$ cat src/rtl/mdu_pkg.sv
// Shared types and sizing for the iterative multiply/divide unit.
// Holds the opcode and FSM state encodings.
package mdu_pkg;

  localparam int MduWidth  = 32;
  localparam int MduCycles = 32;

  typedef enum logic [2:0] {
    MULT  = 3'd0,
    MULTU = 3'd1,
    DIV   = 3'd2,
    DIVU  = 3'd3,
    MTHI  = 3'd4,
    MTLO  = 3'd5
  } mdu_op_t;

  typedef enum logic [1:0] {
    IDLE,
    RUN,
    DONE
  } mdu_state_t;

endpackage

$ cat src/rtl/mul_div_unit_if.sv
// Request/result bundle between EX operand logic and the mul/div unit.
// The unit side is the slave; the pipeline side drives requests.
interface mul_div_unit_if
  import mdu_pkg::*;
#(
  parameter int Width = MduWidth
);

  logic             start_i;
  logic [2:0]       op_i;
  logic [Width-1:0] a_i;
  logic [Width-1:0] b_i;
  logic             cancel_i;
  logic             busy_o;
  logic             done_o;
  logic [Width-1:0] hi_o;
  logic [Width-1:0] lo_o;

  modport master (
    output start_i,
    output op_i,
    output a_i,
    output b_i,
    output cancel_i,
    input  busy_o,
    input  done_o,
    input  hi_o,
    input  lo_o
  );

  modport slave (
    input  start_i,
    input  op_i,
    input  a_i,
    input  b_i,
    input  cancel_i,
    output busy_o,
    output done_o,
    output hi_o,
    output lo_o
  );

endinterface

$ cat src/rtl/mdu_sign_fix.sv
// Final sign correction of the magnitude result pair.
// Full-pair negate for products, per-half negate for quotient/remainder.
module mdu_sign_fix
  import mdu_pkg::*;
#(
  parameter int Width = MduWidth
) (
  input  logic [2*Width-1:0] pair,
  input  logic               neg_pair,
  input  logic               neg_hi,
  input  logic               neg_lo,
  output logic [Width-1:0]   hi,
  output logic [Width-1:0]   lo
);

  logic [2*Width-1:0] full;

  // negate the whole product, then each half independently for divides
  always_comb begin
    full = neg_pair ? -pair : pair;
    hi = full[2*Width-1:Width];
    lo = full[Width-1:0];
    if (neg_hi) hi = -full[2*Width-1:Width];
    if (neg_lo) lo = -full[Width-1:0];
  end

endmodule

$ cat src/rtl/mul_div_unit.sv
// Iterative multiply/divide unit owning HI/LO, one result bit per cycle.
// Signed ops run on magnitudes; signs are restored on the final step.
module mul_div_unit
  import mdu_pkg::*;
#(
  parameter int Width  = MduWidth,
  parameter int Cycles = MduCycles
) (
  input logic           clk_i,
  input logic           rst_i,
  mul_div_unit_if.slave bus
);

  localparam int CntW = $clog2(Cycles);
  localparam logic [CntW-1:0] CntLast =
    CntW'(Cycles - 1);

  mdu_state_t       state;
  logic [CntW-1:0]  cnt;
  logic             busy;
  logic             done;
  logic [Width-1:0] hi;
  logic [Width-1:0] lo;

  // hi half carries a spare bit: product carry / divide trial sign
  logic [Width:0]   acc_hi;
  logic [Width-1:0] acc_lo;
  logic [Width-1:0] opnd;
  logic             mul_mode;
  logic             neg_pair;
  logic             neg_hi;
  logic             neg_lo;

  logic             accept;
  logic             is_mul;
  logic             is_signed;
  logic             is_mthi;
  logic             is_mtlo;
  logic             a_neg;
  logic             b_neg;
  logic             b_zero;
  logic [Width-1:0] mag_a;
  logic [Width-1:0] mag_b;

  logic [Width:0]     addend;
  logic [Width:0]     sum;
  logic [Width:0]     shifted;
  logic [Width:0]     trial;
  logic [Width:0]     nxt_hi;
  logic [Width-1:0]   nxt_lo;
  logic [2*Width-1:0] pair;
  logic [Width-1:0]   fix_hi;
  logic [Width-1:0]   fix_lo;

  assign bus.busy_o = busy;
  assign bus.done_o = done;
  assign bus.hi_o   = hi;
  assign bus.lo_o   = lo;

  assign accept = bus.start_i & ~bus.cancel_i
                & ~busy & (bus.op_i <= 3'd5);

  assign is_mul    = (bus.op_i == MULT)
                   | (bus.op_i == MULTU);
  assign is_signed = (bus.op_i == MULT)
                   | (bus.op_i == DIV);
  assign is_mthi   = (bus.op_i == MTHI);
  assign is_mtlo   = (bus.op_i == MTLO);

  assign a_neg  = is_signed & bus.a_i[Width-1];
  assign b_neg  = is_signed & bus.b_i[Width-1];
  assign b_zero = (bus.b_i == '0);
  assign mag_a  = a_neg ? -bus.a_i : bus.a_i;
  assign mag_b  = b_neg ? -bus.b_i : bus.b_i;

  // one shift-add or restoring shift-subtract step
  always_comb begin
    addend  = acc_lo[0] ? {1'b0, opnd} : '0;
    sum     = acc_hi + addend;
    shifted = {acc_hi[Width-1:0], acc_lo[Width-1]};
    trial   = shifted - {1'b0, opnd};
    if (mul_mode) begin
      nxt_hi = {1'b0, sum[Width:1]};
      nxt_lo = {sum[0], acc_lo[Width-1:1]};
    end else begin
      nxt_hi = trial[Width] ? shifted : trial;
      nxt_lo = {acc_lo[Width-2:0], ~trial[Width]};
    end
    pair = {nxt_hi[Width-1:0], nxt_lo};
  end

  mdu_sign_fix #(
    .Width(Width)
  ) u_sign_fix (
    .pair    (pair),
    .neg_pair(neg_pair),
    .neg_hi  (neg_hi),
    .neg_lo  (neg_lo),
    .hi      (fix_hi),
    .lo      (fix_lo)
  );

  // control FSM, iteration datapath and HI/LO registers
  always_ff @(posedge clk_i) begin
    if (rst_i) begin
      state    <= IDLE;
      cnt      <= '0;
      busy     <= 1'b0;
      done     <= 1'b0;
      hi       <= '0;
      lo       <= '0;
      acc_hi   <= '0;
      acc_lo   <= '0;
      opnd     <= '0;
      mul_mode <= 1'b0;
      neg_pair <= 1'b0;
      neg_hi   <= 1'b0;
      neg_lo   <= 1'b0;
    end else begin
      done <= 1'b0;
      case (state)
        RUN: begin
          if (bus.cancel_i) begin
            state <= IDLE;
            busy  <= 1'b0;
          end else begin
            acc_hi <= nxt_hi;
            acc_lo <= nxt_lo;
            if (cnt == '0) begin
              hi    <= fix_hi;
              lo    <= fix_lo;
              busy  <= 1'b0;
              done  <= 1'b1;
              state <= DONE;
            end else begin
              cnt <= cnt - 1'b1;
            end
          end
        end
        default: begin
          state <= IDLE;
          if (accept) begin
            unique case (1'b1)
              is_mthi: hi <= bus.a_i;
              is_mtlo: lo <= bus.a_i;
              default: begin
                state    <= RUN;
                busy     <= 1'b1;
                cnt      <= CntLast;
                acc_hi   <= '0;
                acc_lo   <= is_mul ? mag_b : mag_a;
                opnd     <= is_mul ? mag_a : mag_b;
                mul_mode <= is_mul;
                neg_pair <= is_mul & (a_neg ^ b_neg);
                neg_hi   <= ~is_mul & a_neg;
                neg_lo   <= ~is_mul & (a_neg ^ b_neg)
                          & ~b_zero;
              end
            endcase
          end
        end
      endcase
    end
  end

endmodule
$ cat src/flat_wrapper.sv
// flat-port wrapper written by rule: the top's interface ports become plain ports
module mul_div_unit_flat import mdu_pkg::*;
#(
  parameter int Width  = MduWidth,
  parameter int Cycles = MduCycles
)
  (clk_i, rst_i, bus_start_i, bus_op_i, bus_a_i, bus_b_i, bus_cancel_i, bus_busy_o, bus_done_o, bus_hi_o, bus_lo_o);
  mul_div_unit_if #(.Width(Width)) bus_i ();
  input logic clk_i;
  input logic rst_i;
  input wire logic [$bits(bus_i.start_i)-1:0] bus_start_i;
  input wire logic [$bits(bus_i.op_i)-1:0] bus_op_i;
  input wire logic [$bits(bus_i.a_i)-1:0] bus_a_i;
  input wire logic [$bits(bus_i.b_i)-1:0] bus_b_i;
  input wire logic [$bits(bus_i.cancel_i)-1:0] bus_cancel_i;
  output wire logic [$bits(bus_i.busy_o)-1:0] bus_busy_o;
  output wire logic [$bits(bus_i.done_o)-1:0] bus_done_o;
  output wire logic [$bits(bus_i.hi_o)-1:0] bus_hi_o;
  output wire logic [$bits(bus_i.lo_o)-1:0] bus_lo_o;
  assign bus_i.start_i = bus_start_i;
  assign bus_i.op_i = bus_op_i;
  assign bus_i.a_i = bus_a_i;
  assign bus_i.b_i = bus_b_i;
  assign bus_i.cancel_i = bus_cancel_i;
  assign bus_busy_o = bus_i.busy_o;
  assign bus_done_o = bus_i.done_o;
  assign bus_hi_o = bus_i.hi_o;
  assign bus_lo_o = bus_i.lo_o;
  mul_div_unit #(.Width(Width), .Cycles(Cycles)) u_core (.clk_i(clk_i), .rst_i(rst_i), .bus(bus_i));
endmodule
$ cat config.mk
export PLATFORM = sky130hd
export DESIGN_NAME = mul_div_unit_flat
export DESIGN_NICKNAME = d
export VERILOG_FILES = /design/src/rtl/mdu_pkg.sv /design/src/rtl/mul_div_unit_if.sv /design/src/rtl/mdu_sign_fix.sv /design/src/rtl/mul_div_unit.sv /design/src/flat_wrapper.sv
export SDC_FILE = /design/constraint.sdc
export NUM_CORES = 1
export LEC_CHECK = 0
export CAP_MARGIN = 20
export CORE_AREA = 2 2 240 242
export CTS_BUF_LIST = sky130_fd_sc_hd__clkbuf_4
export DETAILED_ROUTE_END_ITERATION = 6
export DIE_AREA = 0 0 242 244
export GPL_ROUTABILITY_DRIVEN = 0
export PLACE_DENSITY = 0.56
export SLEW_MARGIN = 0
export SYNTH_ARGS = -nofsm -noshare
export SYNTH_HDL_FRONTEND = slang
export SYNTH_HIERARCHICAL = 1
export SYNTH_SLANG_ARGS = --single-unit
export TNS_END_PERCENT = 30
$ cat constraint.sdc
create_clock -name clk_i -period 17.1 [get_ports clk_i]
set_input_delay 3.42 -clock clk_i [delete_from_list [all_inputs] [get_ports clk_i]]
set_output_delay 3.42 -clock clk_i [all_outputs]
set_load 0.01 [all_outputs]
==> metrics.txt, run 1 <==
Post-DRT Antenna Nets=0; CP delay by family, top=simple AND/OR/NAND/NOR gates; Detail Placement HPWL=roughly 52 mm; failing checks=DRC; cts hold-fix bufs=0; status=finished, violations left; Clock Path Buffers=2; Reg power frac=28.3%; Final Critical Period=approximately 8.6 ns; Slew HR=roughly 17%; combinational fraction of design power=a little under three fifths; Hold Path Origin=u_core/neg_hi$_SDFFE_PP0P_; Hold Crit Class=flip-flop to flip-flop; first-pass GRT wire length=around 100 mm; RSZ-0062 raised after global routing=no; startpoint types=flip-flop; via count=roughly 18000; final max-slew violation count=0; CTS root buffer=clkbuf_4; FF-to-FF path depth=28; Syn Area/Cell=approximately 7.4 sq um; Power Density=approximately 80 nW/um^2; max cap viols=0; post-synthesis sequential area ratio=between 20% and 30%; async set or reset register ratio after synthesis=0%; Core Rows=87; Sw Pwr=around 750 uW; Post-Syn Nets=~2400; effective utilization at floorplan=29.8%; die area=59000 sq um; CP bufs+invs=3; drt total wl=roughly 66 mm; Syn Inst Count=approximately 2300; Worst IR Drop VDD=about 0.042 mV; final hold vios=0; power share of the clock group=around 16%; CP max stage cell=or4_1; Core Area=between 50000 and 60000 sq um; # fillers=between 6000 and 7000; CTS buffer count=17; DR pass1 iterations=7; ratio of cells with drive above 1 in the final layout=approximately 7%; Internal=785 uW; reg2reg setup slack=around 8.5 ns; hold path cells=2; Critical Path AT=9.18 ns; worst-path maximum fanout=23; CTS tree=built; Crit path required time=around 18 ns; pin count of the biggest net entering global routing=76; setup TNS=0 ns; gr ovfl total=0; synth warn=6; Die Wd=~240 um; most frequent cells in the layout=nor2_1 (242), a21oi_1 (200), nand2_1 (185); crit share post-route=around half; Worst-Skew Late Latency=0.72 ns; Crit. path cell count=28; Area growth syn-to-layout=13.8%; crit path capture type=flip-flop; I/O Buffers=between 100 and 150; CP max stage delay=about 0.8 ns; Nets=roughly 2400; vias in the first global route=about 17000; Die Ht=244 um; Peak Freq=between 100 and 150 MHz; GRT Util Overall=between 20% and 30%; antenna violations before repair=2; Leak=~6.8 nW; Reg clk slew, reported paths=0.16 ns; DRC viols=14; detail-routed via count per cell=5.86; Fin Clk Skew=0.0340 ns; crit path from=u_core/opnd[13]$_SDFFE_PP0P_; I/O Pins=approximately 140; setup bufs post-CTS=0; depth of the CTS H-tree=4; dpl ws=between 8 and 9 ns; reg2reg start=u_core/opnd[13]$_SDFFE_PP0P_; kind of critical path=flip-flop to flip-flop; fin worst setup slack=8.52 ns; wire length per cell=between 20 and 25 um; Main synth FF type=dfxtp_1; Seq cells post-synth=between 150 and 200; Final setup viols=0; drt first-iter violations=1847; Sink Count=approximately 170; most common cell after layout, fill and taps aside=nor2_1; # resized after CTS=0; post-synthesis cell type count=between 80 and 90; sw frac=between 40% and 50%; Worst Tran Pin Value=between 1 and 1.5 ns; EDFF count, synth=0; Synth Cell Area=between 15000 and 20000 sq um
metrics by stage:
stage | area (sq um) | hold WS [ns] | power [mW] | utilization, % | cells
4_1_cts | 19000 | 0.470 | 1.52 | 33.9 | 3065
5_1_grt | 19000 | 0.483 | 1.62 | 33.9 | 3069
6_report | 19000 | 0.466 | 1.54 | 33.9 | 3069
3_3_place_gp | 18800 | 0.444 | 1.26 | 33.4 | 3031
3_5_place_dp | 18800 | 0.450 | 1.27 | 33.4 | 3033
2_1_floorplan | 16700 | 0.439 | 1.00 | - | 2253
synth_stat cells, types with 26 or more instances:
cell type,count,area (sq um)
clkbuf_1,132,495
ha_1,71,888
o31ai_1,43,323
and2_1,75,469
nor3_1,52,260
o211ai_1,31,233
dfxtp_1,174,3480
nand3_1,41,205
a21oi_1,200,1000
o21ai_0,112,561
a211oi_1,86,646
nand2_1,185,694
mux2_2,34,383
xnor2_1,123,1080
inv_1,70,263
nor2_1,244,916
a21o_1,26,195
xor2_1,106,928
per-layer routing:
metal,track usage [%],wire length [um],vias to the layer above,share of wire [%]
met5,0,0,-,0
met4,10.5,3270,0,4.9
met1,29.5,29400,8612,44
li1,-,-,8370,-
met2,33.9,28600,821,43
met3,3.80,5110,166,7.7
final timing paths:
| check | endpoint |
|---|---|
| max | u_core/bus.hi_o[31]$_SDFFE_PP0P_ |
| min | u_core/neg_hi$_SDFFE_PP0P_ |
| max reg2reg | u_core/bus.hi_o[31]$_SDFFE_PP0P_ |
| min reg2reg | u_core/neg_hi$_SDFFE_PP0P_ |
kinds of logic after synthesis:
family          Yosys count  synth area share [%]
compound gates          711                  28.8
fa+ha+maj                73                  5.55
xor+xnor                229                  12.0
mux                      53                  3.42
simple gates            795                  24.4
buf+inv                 218                  5.03
flops                   174                  20.8
power by group through the flow:
stage                     Sequential (mW)  Clock [mW]  Combinational, mW
after floorplan                     0.440           0              0.563
after global placement              0.443           0              0.820
after detailed placement            0.444           0              0.829
after CTS                           0.435       0.252              0.832
after global routing                0.437       0.273              0.910
final                               0.435       0.245              0.856
flip-flops by register name (all words and copies together) (netlist names), 2 cells and up:
signal           count
u_core/acc_hi       33
u_core/acc_lo       32
u_core/bus.hi_o     32
u_core/bus.lo_o     32
u_core/cnt           5
u_core/opnd         32
u_core/state         2
final cells by class:
class | instances | area (sq um) | area share, %
Inverter | 70 | 263 | 1.38
Clock inverter | 15 | 138 | 0.723
Timing Repair Buffer | 172 | 1620 | 8.53
Tap cell | 756 | 946 | 4.97
Antenna cell | 4 | 10.0 | 0.0526
Sequential cell | 174 | 3490 | 18.3
Multi-Input combinational cell | 1861 | 12500 | 65.4
Clock buffer | 17 | 128 | 0.670
worst reg2reg max path: cells and delay by family (launching register included):
family / cells / cell delay [ns]
AOI/OAI and AO/OA: 12 / 2.93
xor gates and xnor gates: 2 / 0.38
adders and majority gates: 3 / 0.99
buffers and inverters: 3 / 0.76
DFF: 1 / 0.37
and+or+nand+nor: 8 / 3.06
Note: power is estimated with default switching activity, not from simulation.
==> inputs of run 2 (changes only) <==
--- a/config.mk
+++ b/config.mk
@@ -11,7 +11,7 @@
 export DETAILED_ROUTE_END_ITERATION = 6
 export DIE_AREA = 0 0 242 244
 export GPL_ROUTABILITY_DRIVEN = 0
-export PLACE_DENSITY = 0.56
+export PLACE_DENSITY = 0.58
 export SLEW_MARGIN = 0
 export SYNTH_ARGS = -nofsm -noshare
 export SYNTH_HDL_FRONTEND = slang
==> constraint.sdc (replaced) <==
create_clock -name clk_i -period 7.2 [get_ports clk_i]
set_input_delay 1.44 -clock clk_i [delete_from_list [all_inputs] [get_ports clk_i]]
set_output_delay 1.44 -clock clk_i [all_outputs]
set_load 0.01 [all_outputs]
==> metrics.txt, run 2 (same netlist as run 1, synthesis figures left out) <==
Power Density=198 nW/um^2 (+150%); wire length per cell=21.9 um (+0.99%); antenna violations before repair=3 (+1); Peak Freq=144 MHz (+23%); busiest grt layer=met2; worst-path maximum fanout=9 (-61%); fin worst setup slack=0.234 ns (-8.29 ns); Final setup viols=0 (unchanged); CTS tree=built; Fin Clk Skew=0.0364 ns (+0.00240 ns); Core Rows=87 (unchanged); Nets=2472 (+1.3%); Worst IR Drop VDD=0.0951 mV (+130%); Detail Placement HPWL=53.1 mm (+1.5%); Die Wd=242 um (unchanged); Sink Count=174 (unchanged); depth of the CTS H-tree=4 (unchanged); Clock Path Buffers=2 (unchanged); largest register by flop count=u_core/acc_hi; drt first-iter violations=2017 (+9.2%); detail-routed via count per cell=5.85 (about the same); Worst-Skew Late Latency=0.69 ns (-0.03 ns); gr ovfl total=0 (unchanged); most common cell after layout, fill and taps aside=nor2_1; fin area=19500 sq um (+2.2%); crit share post-route=96.7% (+47 points); effective utilization at floorplan=29.8% (unchanged); crit path capture type=flip-flop; ratio of cells with drive above 1 in the final layout=9.27% (+2.3 points); I/O Buffers=136 (unchanged); vias in the first global route=16700 (+0.27%); power consumption=3.85 mW (+150%); final max-slew violation count=0 (unchanged); Worst Tran Pin Value=1.12 ns (-0.0990 ns); Hold Crit Class=flip-flop to flip-flop; setup TNS=0 ns (unchanged); GRT Util Overall=22.1% (+0.18 points); DRC viols=0 (-14); CTS root buffer=clkbuf_4; DR pass1 iterations=6 (-1); startpoint types=flip-flop; CTS buffer count=17 (unchanged); via count=18100 (+0.87%); kind of critical path=flip-flop to flip-flop; cts hold-fix bufs=0 (unchanged); first-pass GRT wire length=102 mm (+0.69%); I/O Pins=137 (unchanged); Area growth syn-to-layout=16.3%; status=finished clean; met1 Usage GRT=30.0% (+0.49 points); max cap viols=0 (unchanged); die area=59000 sq um (unchanged); Final Critical Period=6.97 ns (-1.61 ns); met3 usage=4.60% (+0.80 points); Die Ht=244 um (unchanged); Core Area=56200 sq um (unchanged); dpl ws=0.135 ns (-8.71 ns); pin count of the biggest net entering global routing=94 (+24%); final hold vios=0 (unchanged); Finished Layout Cells=3098 (+0.94%); most frequent cells in the layout=nor2_1 (240), a21oi_1 (200), nand2_1 (185); max reg flops=33 (unchanged); Post-DRT Antenna Nets=0 (unchanged); Slew HR=24.7% (+8.1 points); Critical Path AT=7.57 ns (-1.61 ns); DP Cell Count=3058 (+0.82%); CP max stage delay=0.49 ns (-0.30 ns); drt total wl=67.8 mm (+1.9%); dpl cell area=19000 sq um (+1.0%); M2 GR Usage=34.1% (+0.21 points); Crit path required time=7.81 ns (-9.90 ns); CP max stage cell=or4b_4; Reg clk slew, reported paths=0.16 ns (about the same); Leak=6.97 nW (+3.0%)
[run 2: cell type report]
class	instances	area, sq um
clock inverters	14	145
flip-flops and latches	174	3490
well taps	756	946
repair buffers	204	1890
multi-input cells	1861	12600
diodes	1	2.50
clock buffers	18	135
fillers	5960	36700
inverters	70	263
[run 2: final timing paths]
| check | depth (start not counted) | end | slack [ns] | from |
|---|---|---|---|---|
| setup / recovery | 29 | u_core/bus.hi_o[25]$_SDFFE_PP0P_ | 0.23 | u_core/opnd[13]$_SDFFE_PP0P_ |
| hold / removal | 2 | u_core/neg_hi$_SDFFE_PP0P_ | 0.46 | u_core/neg_hi$_SDFFE_PP0P_ |
| setup reg to reg | 29 | u_core/bus.hi_o[25]$_SDFFE_PP0P_ | 0.23 | u_core/opnd[13]$_SDFFE_PP0P_ |
| hold reg to reg | 2 | u_core/neg_hi$_SDFFE_PP0P_ | 0.46 | u_core/neg_hi$_SDFFE_PP0P_ |
[run 2: what timing repair did]
item                       CTS  global route
setup endpoints to repair    0            31
buffers inserted             0             5
gates resized for setup      0            30
[run 2: critical path, delay by kind of cell (launching register included)]
family	cells	cell delay (ns)
compound gates	12	2.67
xor+xnor	2	0.35
fa+ha+maj	3	0.77
buf+inv	4	0.43
flops	1	0.37
simple gates	8	2.27
[run 2: routing by layer]
metal  vias up  share of wire [%]  routed length, um
met5         -              0.034                 23
li1       8420                  -                  -
met1      8661                 44              29500
met4         4                4.4               3010
met2       875                 43              29400
met3       166                8.5               5790
[run 2: per-stage QoR]
stage | hold slack, ns | util (%)
finish | 0.464 | 34.7
global placement | 0.445 | 33.8
floorplan | 0.439 | -
CTS | 0.466 | 34.3
detailed placement | 0.447 | 33.8
global route | 0.513 | 34.7
[run 2: where the power goes]
part	switching, mW	internal [mW]	leakage, nW
clock	0.398	0.209	0.146
combinational	1.43	0.783	5.41
sequential	0.0309	1.00	1.41
